### src/rtl/sm2201_camac_cycle_controller_if.sv
// ISA-side and CAMAC-dataway signals of the SM2201 cycle controller.
// The master is the ISA front end plus crate; the slave is the controller.
interface sm2201_camac_cycle_controller_if;
  logic [9:0] isa_addr;
  logic       isa_ior;
  logic       isa_iow;
  logic       isa_aen;
  logic [7:0] isa_data_in;
  logic       isa_chrdy;
  logic       camac_b;
  logic       camac_q;
  logic       camac_x;
  logic [4:0] camac_n;
  logic [3:0] camac_a;
  logic [4:0] camac_f;
  logic       camac_s1;
  logic       camac_s2;
  logic       camac_busy;
  logic       rd_latch_en;
  logic [7:0] status;

  modport master (
    output isa_addr, isa_ior, isa_iow, isa_aen, isa_data_in,
    output camac_b, camac_q, camac_x,
    input  isa_chrdy, camac_n, camac_a, camac_f, camac_s1, camac_s2,
    input  camac_busy, rd_latch_en, status
  );

  modport slave (
    input  isa_addr, isa_ior, isa_iow, isa_aen, isa_data_in,
    input  camac_b, camac_q, camac_x,
    output isa_chrdy, camac_n, camac_a, camac_f, camac_s1, camac_s2,
    output camac_busy, rd_latch_en, status
  );
endinterface

### src/rtl/sm2201_camac_cycle_controller.sv
// Turns ISA I/O commands in the SM2201 window into timed CAMAC dataway cycles,
// stretching the ISA cycle with chrdy and capturing Q/X/timeout into status.
module sm2201_camac_cycle_controller #(
  parameter logic [9:0] BASE_ADDR = 10'h300,
  parameter int         T_SETUP   = 1,
  parameter int         T_S1      = 2,
  parameter int         T_S2      = 2,
  parameter int         B_TIMEOUT = 64
) (
  input  logic                           isa_clk,
  input  logic                           isa_reset,
  sm2201_camac_cycle_controller_if.slave bus
);

  typedef enum logic [2:0] {
    ST_IDLE   = 3'd0,
    ST_WAIT_B = 3'd1,
    ST_SETUP  = 3'd2,
    ST_S1     = 3'd3,
    ST_GAP    = 3'd4,
    ST_S2     = 3'd5,
    ST_DONE   = 3'd6
  } state_t;

  state_t     r_state;
  state_t     w_state_nxt;
  logic [7:0] r_cnt;
  logic [7:0] w_cnt_nxt;
  logic       r_ior_d;
  logic       r_iow_d;
  logic [4:0] r_n;
  logic [4:0] r_f;
  logic [3:0] r_a;
  logic [2:0] r_status;
  logic       r_chrdy;
  logic       r_s1;
  logic       r_s2;
  logic       r_busy;
  logic       r_rd_latch_en;
  logic [4:0] r_camac_n;
  logic [3:0] r_camac_a;
  logic [4:0] r_camac_f;

  logic w_hit;
  logic w_rd_start;
  logic w_wr_start;
  logic w_cam_start;
  logic w_n_wr;
  logic w_f_wr;
  logic w_s1_last;
  logic w_b_timeout;
  logic w_on_bus;
  logic w_rd_pulse;
  logic w_unused;

  // A start is a falling edge on exactly one strobe while the other stays high.
  assign w_hit       = (bus.isa_addr[9:5] == BASE_ADDR[9:5]) && !bus.isa_aen;
  assign w_rd_start  = w_hit && !bus.isa_ior && bus.isa_iow && r_ior_d;
  assign w_wr_start  = w_hit && !bus.isa_iow && bus.isa_ior && r_iow_d;
  assign w_cam_start = (r_state == ST_IDLE) && (w_rd_start || w_wr_start) && bus.isa_addr[4];
  assign w_n_wr      = (r_state == ST_IDLE) && w_wr_start && (bus.isa_addr[4:0] == 5'h00);
  assign w_f_wr      = (r_state == ST_IDLE) && w_wr_start && (bus.isa_addr[4:0] == 5'h01);
  assign w_s1_last   = (r_state == ST_S1) && (r_cnt == 8'(T_S1 - 1));
  assign w_b_timeout = (r_state == ST_WAIT_B) && bus.camac_b && (r_cnt == 8'(B_TIMEOUT));
  assign w_unused    = ^{bus.isa_data_in[7:5]};

  // Next-state and phase counter; the counter doubles as the busy-wait timer.
  always_comb begin
    w_state_nxt = r_state;
    w_cnt_nxt   = r_cnt;
    case (r_state)
      ST_IDLE: begin
        if (w_cam_start) begin
          w_state_nxt = ST_WAIT_B;
          w_cnt_nxt   = 8'd0;
        end else begin
          w_cnt_nxt   = 8'd0;
        end
      end
      ST_WAIT_B: begin
        if (!bus.camac_b) begin
          w_state_nxt = ST_SETUP;
          w_cnt_nxt   = 8'd0;
        end else if (r_cnt == 8'(B_TIMEOUT)) begin
          w_state_nxt = ST_DONE;
          w_cnt_nxt   = 8'd0;
        end else if (r_cnt != 8'hFF) begin
          w_cnt_nxt   = r_cnt + 8'd1;
        end else begin
          w_cnt_nxt   = r_cnt;
        end
      end
      ST_SETUP: begin
        if (r_cnt == 8'(T_SETUP - 1)) begin
          w_state_nxt = ST_S1;
          w_cnt_nxt   = 8'd0;
        end else begin
          w_cnt_nxt   = r_cnt + 8'd1;
        end
      end
      ST_S1: begin
        if (r_cnt == 8'(T_S1 - 1)) begin
          w_state_nxt = ST_GAP;
          w_cnt_nxt   = 8'd0;
        end else begin
          w_cnt_nxt   = r_cnt + 8'd1;
        end
      end
      ST_GAP: begin
        w_state_nxt = ST_S2;
        w_cnt_nxt   = 8'd0;
      end
      ST_S2: begin
        if (r_cnt == 8'(T_S2 - 1)) begin
          w_state_nxt = ST_DONE;
          w_cnt_nxt   = 8'd0;
        end else begin
          w_cnt_nxt   = r_cnt + 8'd1;
        end
      end
      ST_DONE: begin
        if (bus.isa_ior && bus.isa_iow) begin
          w_state_nxt = ST_IDLE;
        end else begin
          w_state_nxt = ST_DONE;
        end
        w_cnt_nxt = 8'd0;
      end
      default: begin
        w_state_nxt = ST_IDLE;
        w_cnt_nxt   = 8'd0;
      end
    endcase
  end

  // Outputs are decoded from the next state so every dataway pin comes off a flop.
  always_comb begin
    w_on_bus   = 1'b0;
    w_rd_pulse = 1'b0;
    case (w_state_nxt)
      ST_SETUP, ST_S1, ST_GAP, ST_S2: w_on_bus = 1'b1;
      default:                        w_on_bus = 1'b0;
    endcase
    if ((w_state_nxt == ST_S1) && (w_cnt_nxt == 8'(T_S1 - 1)) && (r_f[4:3] == 2'b00)) begin
      w_rd_pulse = 1'b1;
    end else begin
      w_rd_pulse = 1'b0;
    end
  end

  // State, command edge detect, N/F/A registers, status and registered outputs.
  always_ff @(posedge isa_clk or negedge isa_reset) begin
    if (!isa_reset) begin
      r_state       <= ST_IDLE;
      r_cnt         <= 8'd0;
      r_ior_d       <= 1'b1;
      r_iow_d       <= 1'b1;
      r_n           <= 5'd0;
      r_f           <= 5'd0;
      r_a           <= 4'd0;
      r_status      <= 3'd0;
      r_chrdy       <= 1'b1;
      r_s1          <= 1'b0;
      r_s2          <= 1'b0;
      r_busy        <= 1'b0;
      r_rd_latch_en <= 1'b0;
      r_camac_n     <= 5'd0;
      r_camac_a     <= 4'd0;
      r_camac_f     <= 5'd0;
    end else begin
      r_state <= w_state_nxt;
      r_cnt   <= w_cnt_nxt;
      r_ior_d <= bus.isa_ior;
      r_iow_d <= bus.isa_iow;
      if (w_n_wr) r_n <= bus.isa_data_in[4:0];
      if (w_f_wr) r_f <= bus.isa_data_in[4:0];
      if (w_cam_start) r_a <= bus.isa_addr[3:0];
      // Status stays sticky until the next dataway cycle is requested.
      if (w_cam_start) begin
        r_status <= 3'd0;
      end else if (w_b_timeout) begin
        r_status[2] <= 1'b1;
      end else if (w_s1_last) begin
        r_status[1:0] <= {bus.camac_x, bus.camac_q};
      end
      r_chrdy       <= (w_state_nxt == ST_IDLE) || (w_state_nxt == ST_DONE);
      r_s1          <= (w_state_nxt == ST_S1);
      r_s2          <= (w_state_nxt == ST_S2);
      r_busy        <= w_on_bus;
      r_rd_latch_en <= w_rd_pulse;
      r_camac_n     <= w_on_bus ? r_n : 5'd0;
      r_camac_a     <= w_on_bus ? (w_cam_start ? bus.isa_addr[3:0] : r_a) : 4'd0;
      r_camac_f     <= w_on_bus ? r_f : 5'd0;
    end
  end

  assign bus.isa_chrdy   = r_chrdy;
  assign bus.camac_s1    = r_s1;
  assign bus.camac_s2    = r_s2;
  assign bus.camac_busy  = r_busy;
  assign bus.rd_latch_en = r_rd_latch_en;
  assign bus.camac_n     = r_camac_n;
  assign bus.camac_a     = r_camac_a;
  assign bus.camac_f     = r_camac_f;
  assign bus.status      = {5'b00000, r_status};

endmodule
### src/flat_wrapper.sv
// flat-port wrapper written by rule: the top's interface ports become plain ports
module sm2201_camac_cycle_controller_flat 
#(
  parameter logic [9:0] BASE_ADDR = 10'h300,
  parameter int         T_SETUP   = 1,
  parameter int         T_S1      = 2,
  parameter int         T_S2      = 2,
  parameter int         B_TIMEOUT = 64
)
  (isa_clk, isa_reset, bus_isa_addr, bus_isa_ior, bus_isa_iow, bus_isa_aen, bus_isa_data_in, bus_camac_b, bus_camac_q, bus_camac_x, bus_isa_chrdy, bus_camac_n, bus_camac_a, bus_camac_f, bus_camac_s1, bus_camac_s2, bus_camac_busy, bus_rd_latch_en, bus_status);
  sm2201_camac_cycle_controller_if bus_i ();
  input  logic isa_clk;
  input  logic isa_reset;
  input wire logic [$bits(bus_i.isa_addr)-1:0] bus_isa_addr;
  input wire logic [$bits(bus_i.isa_ior)-1:0] bus_isa_ior;
  input wire logic [$bits(bus_i.isa_iow)-1:0] bus_isa_iow;
  input wire logic [$bits(bus_i.isa_aen)-1:0] bus_isa_aen;
  input wire logic [$bits(bus_i.isa_data_in)-1:0] bus_isa_data_in;
  input wire logic [$bits(bus_i.camac_b)-1:0] bus_camac_b;
  input wire logic [$bits(bus_i.camac_q)-1:0] bus_camac_q;
  input wire logic [$bits(bus_i.camac_x)-1:0] bus_camac_x;
  output wire logic [$bits(bus_i.isa_chrdy)-1:0] bus_isa_chrdy;
  output wire logic [$bits(bus_i.camac_n)-1:0] bus_camac_n;
  output wire logic [$bits(bus_i.camac_a)-1:0] bus_camac_a;
  output wire logic [$bits(bus_i.camac_f)-1:0] bus_camac_f;
  output wire logic [$bits(bus_i.camac_s1)-1:0] bus_camac_s1;
  output wire logic [$bits(bus_i.camac_s2)-1:0] bus_camac_s2;
  output wire logic [$bits(bus_i.camac_busy)-1:0] bus_camac_busy;
  output wire logic [$bits(bus_i.rd_latch_en)-1:0] bus_rd_latch_en;
  output wire logic [$bits(bus_i.status)-1:0] bus_status;
  assign bus_i.isa_addr = bus_isa_addr;
  assign bus_i.isa_ior = bus_isa_ior;
  assign bus_i.isa_iow = bus_isa_iow;
  assign bus_i.isa_aen = bus_isa_aen;
  assign bus_i.isa_data_in = bus_isa_data_in;
  assign bus_i.camac_b = bus_camac_b;
  assign bus_i.camac_q = bus_camac_q;
  assign bus_i.camac_x = bus_camac_x;
  assign bus_isa_chrdy = bus_i.isa_chrdy;
  assign bus_camac_n = bus_i.camac_n;
  assign bus_camac_a = bus_i.camac_a;
  assign bus_camac_f = bus_i.camac_f;
  assign bus_camac_s1 = bus_i.camac_s1;
  assign bus_camac_s2 = bus_i.camac_s2;
  assign bus_camac_busy = bus_i.camac_busy;
  assign bus_rd_latch_en = bus_i.rd_latch_en;
  assign bus_status = bus_i.status;
  sm2201_camac_cycle_controller #(.BASE_ADDR(BASE_ADDR), .T_SETUP(T_SETUP), .T_S1(T_S1), .T_S2(T_S2), .B_TIMEOUT(B_TIMEOUT)) u_core (.isa_clk(isa_clk), .isa_reset(isa_reset), .bus(bus_i));
endmodule
### config.mk
export PLATFORM = sky130hd
export DESIGN_NAME = sm2201_camac_cycle_controller_flat
export DESIGN_NICKNAME = d
export VERILOG_FILES = /design/src/rtl/sm2201_camac_cycle_controller_if.sv /design/src/rtl/sm2201_camac_cycle_controller.sv /design/src/flat_wrapper.sv
export SDC_FILE = /design/constraint.sdc
export NUM_CORES = 1
export LEC_CHECK = 0
export CORE_MARGIN = 2
export CORE_UTILIZATION = 53
export DETAILED_ROUTE_END_ITERATION = 8
export GPL_TIMING_DRIVEN = 1
export MAX_ROUTING_LAYER = met4
export PLACE_DENSITY = 0.95
export RECOVER_POWER = 100
export SLEW_MARGIN = 40
export SYNTH_ARGS = -nofsm -noshare
export SYNTH_HDL_FRONTEND = slang
export SYNTH_SLANG_ARGS = --single-unit
### constraint.sdc
create_clock -name isa_clk -period 4.2 [get_ports isa_clk]
set_input_delay 0.42 -clock isa_clk [delete_from_list [all_inputs] [get_ports isa_clk]]
set_output_delay 0.42 -clock isa_clk [all_outputs]
set_load 0.1 [all_outputs]
==> impl_metrics.py, run 1 <==
metrics = {
    "die": {
        "row_count": 24,
        "die_h_um": 70.1,
        "pin_count": 53,
        "core_area_sq_um": 4290,
        "dieArea_sq_um": 4910,
        "die_w_um": 70.1,
        "start_util_pct": 53.9,
    },
    "clock_tree": {
        "root_buffer": "clkbuf_8",
        "post_cts_buffers": 0,
        "cts_hold_repair.buffers": 0,
        "clk_pin_slew_worst_paths_ns": 0.09,
        "cts_tree": "done",
        "cts_made_buffers": 5,
        "clockBufferDepth": 2,
        "htreeDepth": 2,
        "cts_num_sinks": 49,
        "clk_latency_ns": 0.31,
        "cts_resized": 0,
    },
    "setup_path": {
        "cp.arrival_ns": 3.00,
        "startpoint_type": "flip-flop",
        "cp.depth": 7,
        "crit_path_end_kind": "flip-flop",
        "path_class": "flip-flop to flip-flop",
        "r2r_end": "u_core.bus.camac_f[2]",
        "rr_startpoint": "u_core.r_cnt[1]",
        "critPathTopFamily": "simple AND/OR/NAND/NOR gates",
        "max_stage_delay_ns": 0.59,
        "reg2reg_depth": 7,
        "r2r_setup_slack_ns": 1.40,
        "worstPathCellList": "inv_1, ha_1, nor4b_1, nand4_1, o211ai_2, nand3_1, a21boi_0",
        "cp.required_ns": 4.40,
        "slowest_stage": "nor4b_1",
        "worst_setup_path_startpoint": "u_core.r_cnt[1]",
        "worst-path-buf-inv": 1,
        "path_max_fanout": 17,
        "cp-endpoint": "u_core.bus.camac_f[2]",
    },
    "timing": {
        "min_period_over_period_pct": 66.7,
        "final.setup_skew_ns": 0.00917,
        "hold_viol": 0,
        "rsz0062_at_grt": "false",
        "tightest_slew_ns": 2.52,
        "fmax_mhz": 357,
        "finalCriticalPeriod_ns": 2.80,
        "fin_setup_tns_ns": 0,
        "finalSetupViolations": 0,
        "drv_slew": 50,
        "max-slew-margin-rel_pct": -67.9,
    },
    "global_route": {
        "first_global_vias": 1611,
        "grt_max_degree": 50,
        "antenna_found_initial": 0,
        "grtUsageTotal_pct": 21.0,
        "grt_overflow": 0,
        "grt_pass1_wl_um": 7760,
    },
    "detailed_routing": {
        "totalWireLength_um": 4570,
        "drc_errors": 0,
        "wire_per_inst_um": 15.9,
        "num_vias": 1635,
        "vias_per_cell": 5.70,
        "antenna_left": 0,
        "dr.pass1.iters": 4,
        "dr.first_iter.drc_count": 167,
    },
    "power": {
        "leakage_nw": 1.20,
        "powerDensity_nw_per_um2": 559,
        "ir_drop_mv": 0.380,
    },
    "place": {
        "io_buffers": 44,
        "placed_cell_area_sq_um": 2640,
        "routabilityCongestion": 0.824,
        "hpwl_um": 3300,
    },
    "yosys": {
        "synthMuxAreaShare_pct": 8.16,
        "postSynthCellCount": 191,
        "synth_edf_count": 0,
        "synth_adder_area_share_pct": 1.62,
        "yosysSeqAreaShare_pct": 53.1,
        "synthFlopType": "dfrtp_1",
        "yosys.area_share.simple_pct": 15.9,
        "synth-async-reset-ratio_pct": 100,
        "synth_compound_gate_area_share_pct": 15.0,
        "synth-xor-area-share_pct": 1.51,
        "synth_seq_cells": 49,
        "syn_area_per_cell_sq_um": 12.1,
        "ys_warn_count": 0,
        "synth_cell_type_count": 53,
        "synth_top_family_by_area": "simple AND/OR/NAND/NOR gates",
        "synth_area_sq_um": 2320,
    },
    "cells_and_area": {
        "area_delta_synth_final_pct": 14.0,
        "antenna_cells": 0,
        "drive_above_1_share_pct": 11.9,
        "fin_nets": 263,
        "finalInstanceArea_sq_um": 2640,
        "fillCellCount": 370,
    },
    "outcome": {
        "status": "finished, violations left",
        "violations": "capacitance limit, slew limit",
    },
    "run": {
        "max_cap_viol_count": 1,
    },
    "min_path": {
        "min_path_type": "flip-flop to flip-flop",
    },
}
## flip-flops by register name, indices dropped and copies added (netlist names)
signal	count
u_core.r_cnt	8
u_core.bus.camac_f	5
u_core.bus.camac_n	5
u_core.r_f	5
u_core.r_n	5
u_core.bus.camac_a	4
u_core.r_a	4
u_core.r_state	3
u_core.r_status	3
u_core.bus.camac_busy	1
u_core.bus.camac_s1	1
u_core.bus.camac_s2	1
u_core.bus.isa_chrdy	1
u_core.bus.rd_latch_en	1
u_core.r_ior_d	1
u_core.r_iow_d	1
## worst register-to-register path: stages, from the launching register on
cell and delay [ns]:
dfrtp_1 0.43, inv_1 0.11, ha_1 0.16, nor4b_1 0.59
nand4_1 0.33, o211ai_2 0.17, nand3_1 0.51, a21boi_0 0.39
## per-layer routing
metal / wire [um] / track usage (%)
met1: 1920 / 25.6
met2: 2330 / 34.6
met3: 252 / 4.47
met4: 66 / 7.69
met5: 0 / -
## cells by family (layout without fill, tap and decap cells)
family / Yosys count / after routing
mux: 17 / 17
buf+inv: 17 / 57
simple gates: 56 / 56
other cells: 1 / 5
fa+ha+maj: 3 / 3
flops: 49 / 49
compound gates: 44 / 44
xor+xnor: 4 / 4
## final cells by class
class	count	area [sq um]	area share, %
multi-input combinational	129	933	35.4
tap	52	65.1	2.46
sequential	49	1230	46.6
timing repair buffer	44	297	11.2
clock inverter	2	13.8	0.521
inverter	5	18.8	0.711
clock buffer	6	82.6	3.13
## cells in the mapped netlist (all sizes together) (2+ instances only)
| master | count | share of area (%) |
|---|---|---|
| a21o | 2 | 0.65 |
| mux2i | 2 | 0.86 |
| and4bb | 3 | 1.6 |
| mux2 | 15 | 7.3 |
| nor3 | 4 | 1.4 |
| nor2b | 2 | 0.54 |
| o21ai | 4 | 0.86 |
| and3 | 2 | 0.54 |
| a21oi | 8 | 1.7 |
| nand2 | 12 | 1.9 |
| dfstp | 3 | 3.4 |
| ha | 3 | 1.6 |
| nand4 | 3 | 1.1 |
| dfrtp | 46 | 50 |
| inv | 5 | 0.81 |
| a31oi | 5 | 1.4 |
| nor2 | 9 | 1.5 |
| a211o | 2 | 0.76 |
| nand3b | 2 | 0.65 |
| a21boi | 15 | 6.3 |
| and2 | 2 | 0.54 |
| or4 | 2 | 0.65 |
| buf | 11 | 3.6 |
| nand3 | 6 | 1.3 |
| xnor2 | 3 | 1.1 |
## through the flow
step           util, %  power [mW]  setup WS (ns)  hold WS, ns  instances
2_1_floorplan        -        1.12           2.27        0.124        195
4_1_cts           63.7        1.52           1.55        0.130        287
5_1_grt           61.5        1.57          0.988        0.505        287
6_report          61.5        1.48           1.40        0.484        287
3_5_place_dp      61.4        1.23           1.58        0.466        279
3_3_place_gp      63.9        1.24           1.65        0.476        279
## cell usage in the layout, fill, tap and decap left out, types with 2 or more instances in the layout
master / Yosys / layout
a211o_1: 2 / 2
a21boi_0: 4 / 13
a21o_1: 2 / 2
a21oi_1: 8 / 8
a31oi_1: 5 / 5
and2_1: 2 / 2
and3_1: 2 / 2
and4bb_1: 2 / 2
clkbuf_1: 1 / 23
clkbuf_8: 0 / 6
clkdlybuf4s50_1: 0 / 19
conb_1: 1 / 5
dfrtp_1: 46 / 46
dfstp_2: 3 / 3
dlygate4sd3_1: 0 / 2
ha_1: 3 / 3
inv_1: 5 / 5
mux2_1: 0 / 2
mux2_2: 15 / 13
mux2i_1: 2 / 2
nand2_1: 12 / 12
nand3_1: 6 / 6
nand3b_1: 2 / 2
nand4_1: 2 / 3
nor2_1: 9 / 9
nor2b_1: 2 / 2
nor3_1: 3 / 3
o21ai_0: 3 / 4
or4_1: 2 / 2
xnor2_1: 3 / 3
## power by group
part	internal (mW)	switching (mW)	leakage (nW)	total, mW
Clock	0.134	0.155	0.0512	0.288
Sequential	0.528	0.0573	0.660	0.586
Combinational	0.149	0.452	0.493	0.601
Total	0.811	0.664	1.20	1.48
## worst min-delay path by stage
stage                              from                    end  cells after the start
final                     u_core.r_a[3]          u_core.r_a[3]                      1
after global routing      u_core.r_a[3]          u_core.r_a[3]                      1
after CTS                     isa_reset  u_core.bus.camac_n[1]                      1
after detailed placement      isa_reset          u_core.r_f[2]                      1
after global placement    u_core.r_a[1]          u_core.r_a[1]                      1
after floorplan               isa_reset  u_core.bus.camac_a[0]                      0
Power figures use the tool's default switching activity.
==> inputs of run 2 (changes only) <==
CORE_UTILIZATION = 45   (was 53)
PLACE_DENSITY = 0.88   (was 0.95)
clock period = 2.3 ns   (was 4.2 ns; I/O delays follow)
==> run 2 against run 1 <==
The flow now finishes without violations. Worst hold slack improved by 0.024 ns. Register-to-register slack got worse by 1.2 ns. Via count rose by 3.4%. Die area rose by 17%. Worst setup slack got worse by 1.2 ns. Sequential share of layout area fell by 2.8 points. Combinational power rose by 120%. Core utilization fell by 5.8 points. Final area rose by 6.4%. Flip-flop and latch count did not move. Largest cell class unchanged. Largest power group unchanged.
==> impl_metrics.py, run 2 (synthesis gave the netlist of run 1 again) <==
metrics = {
    "timing": {
        "rsz0062_at_grt": "false",
        "drv_slew": 0,
        "tightest_slew_ns": 1.37,
        "min_period_over_period_pct": 92.1,
        "fmax_mhz": 472,
        "finalSetupViolations": 0,
        "hold_viol": 0,
        "max-slew-margin-rel_pct": 8.76,
        "final.setup_skew_ns": 0.0137,
        "finalCriticalPeriod_ns": 2.12,
    },
    "die": {
        "pin_count": 53,
        "core_area_sq_um": 5040,
        "die_h_um": 75.7,
        "die_w_um": 75.7,
        "start_util_pct": 45.9,
        "dieArea_sq_um": 5740,
        "row_count": 26,
    },
    "detailed_routing": {
        "vias_per_cell": 5.32,
        "dr.pass1.iters": 4,
        "drc_errors": 0,
        "totalWireLength_um": 4770,
        "wire_per_inst_um": 15.0,
        "dr.first_iter.drc_count": 209,
        "num_vias": 1691,
        "antenna_left": 0,
    },
    "cells_and_area": {
        "fin_nets": 276,
        "utilization_pct": 55.7,
        "layout_commonest_cell": "dfrtp_1",
        "largest-register": "u_core.r_cnt",
        "drive_above_1_share_pct": 16.9,
        "area_delta_synth_final_pct": 21.2,
        "antenna_cells": 0,
        "layoutNonFillerInstCount": 318,
        "largest_reg_flops": 8,
        "final_cell_mix": "dfrtp_1 (46), clkbuf_1 (26), clkdlybuf4s50_1 (20)",
        "fillCellCount": 454,
    },
    "setup_path": {
        "cp.required_ns": 2.53,
        "startpoint_type": "flip-flop",
        "cp.arrival_ns": 2.34,
        "crit_path_end_kind": "flip-flop",
        "path_class": "flip-flop to flip-flop",
        "reg2reg_depth": 9,
        "path_max_fanout": 17,
    },
    "clock_tree": {
        "cts_made_buffers": 5,
        "root_buffer": "clkbuf_8",
        "clockBufferDepth": 2,
        "post_cts_buffers": 0,
        "cts_tree": "done",
        "htreeDepth": 2,
        "clk_latency_ns": 0.31,
        "clk_pin_slew_worst_paths_ns": 0.10,
        "cts_num_sinks": 49,
    },
    "min_path": {
        "hold_depth": 1,
        "min_path_type": "flip-flop to flip-flop",
    },
    "run": {
        "max_cap_viol_count": 0,
    },
    "power": {
        "pwr-share-clk_pct": 18.8,
        "powerDensity_nw_per_um2": 1030,
        "leakage_nw": 1.28,
        "pwr-share-comb_pct": 45.4,
        "seqPwrFrac_pct": 35.8,
        "swShare_pct": 44.6,
        "ir_drop_mv": 0.503,
        "power.switching_mw": 1.29,
        "cell_internal_pwr_mw": 1.60,
    },
    "global_route": {
        "antenna_found_initial": 0,
        "grt_pass1_wl_um": 7650,
        "grt_max_degree": 27,
        "grt_overflow": 0,
        "grtUsageTotal_pct": 18.8,
        "first_global_vias": 1659,
    },
    "outcome": {
        "status": "finished, final reports clean",
    },
    "place": {
        "routabilityCongestion": 0.920,
        "hpwl_um": 3570,
        "io_buffers": 44,
        "dp_cells": 309,
    },
}
run 2: cell types whose count changed in the layout (fill, tap and decap cells not counted), sizes merged:
cell           previous run  this run
buf                       0         7
clkbuf                   29        33
clkdlybuf4s50            19        20
clkinv                    2         1
inv                       5         7
run 2: final timing paths:
path	startpoint	end	slack (ns)
setup reg to reg	u_core.r_cnt[1]	u_core.bus.camac_n[0]	0.18
setup / recovery	u_core.r_cnt[1]	u_core.bus.camac_n[0]	0.18
hold reg to reg	u_core.r_n[1]	u_core.r_n[1]	0.51
min in group asynchronous	isa_reset	u_core.bus.camac_f[1]	0.76
max in group asynchronous	isa_reset	u_core.r_cnt[4]	0.52
hold / removal	u_core.r_n[1]	u_core.r_n[1]	0.51
run 2: power by group through the flow:
stage,Clock (mW),Sequential (mW),Combinational (mW)
global route,0.589,1.05,1.41
CTS,0.559,1.04,1.40
detailed placement,0,1.05,1.39
floorplan,0,1.41,0.628
global placement,0,1.05,1.37
finish,0.543,1.04,1.31
run 2: layout make-up:
type / instances / area (sq um) / area share, %
inverters: 5 / 18.8 / 0.668
clock inverters: 3 / 28.8 / 1.02
well taps: 70 / 87.6 / 3.12
flip-flops and latches: 49 / 1230 / 43.8
repair buffers: 57 / 405 / 14.4
clock buffers: 5 / 68.8 / 2.45
multi-input cells: 129 / 968 / 34.5
run 2: worst max-delay path: stages (launching register included):
cell      delay, ns
dfrtp_1        0.42
inv_1          0.11
ha_1           0.20
nor4b_4        0.22
buf_4          0.16
a21oi_1        0.07
o21ai_0        0.29
nand3_1        0.18
buf_12         0.18
a21boi_0       0.21
run 2: metal layers:
metal / global-route usage (%) / vias to the layer above / wire length, um
met3: 4.50 / 9 / 288
met4: 7.21 / 0 / 90
li1: - / 797 / -
met2: 31.0 / 60 / 2420
met5: - / - / 0
met1: 22.2 / 825 / 1970
run 2: per-stage QoR:
step           hold slack, ns  cell area, sq um  setup TNS, ns  power [mW]  setup WS [ns]
6_report                0.507              2810              0        2.89          0.182
4_1_cts                 0.424              2940              0        3.00          0.217
5_1_grt                 0.521              2810              0        3.05         0.0430
2_1_floorplan         -0.0656              2330              0        2.04          0.370
3_3_place_gp            0.250              2830              0        2.42         0.0556
3_5_place_dp            0.254              2830       -0.00248        2.45       -0.00248
run 2: repair_timing:
| action | in CTS | in global routing |
|---|---|---|
| resized for setup | 0 | 0 |
| hold buffers | 1 | 0 |
| endpoints found under the hold margin | 21 | 0 |
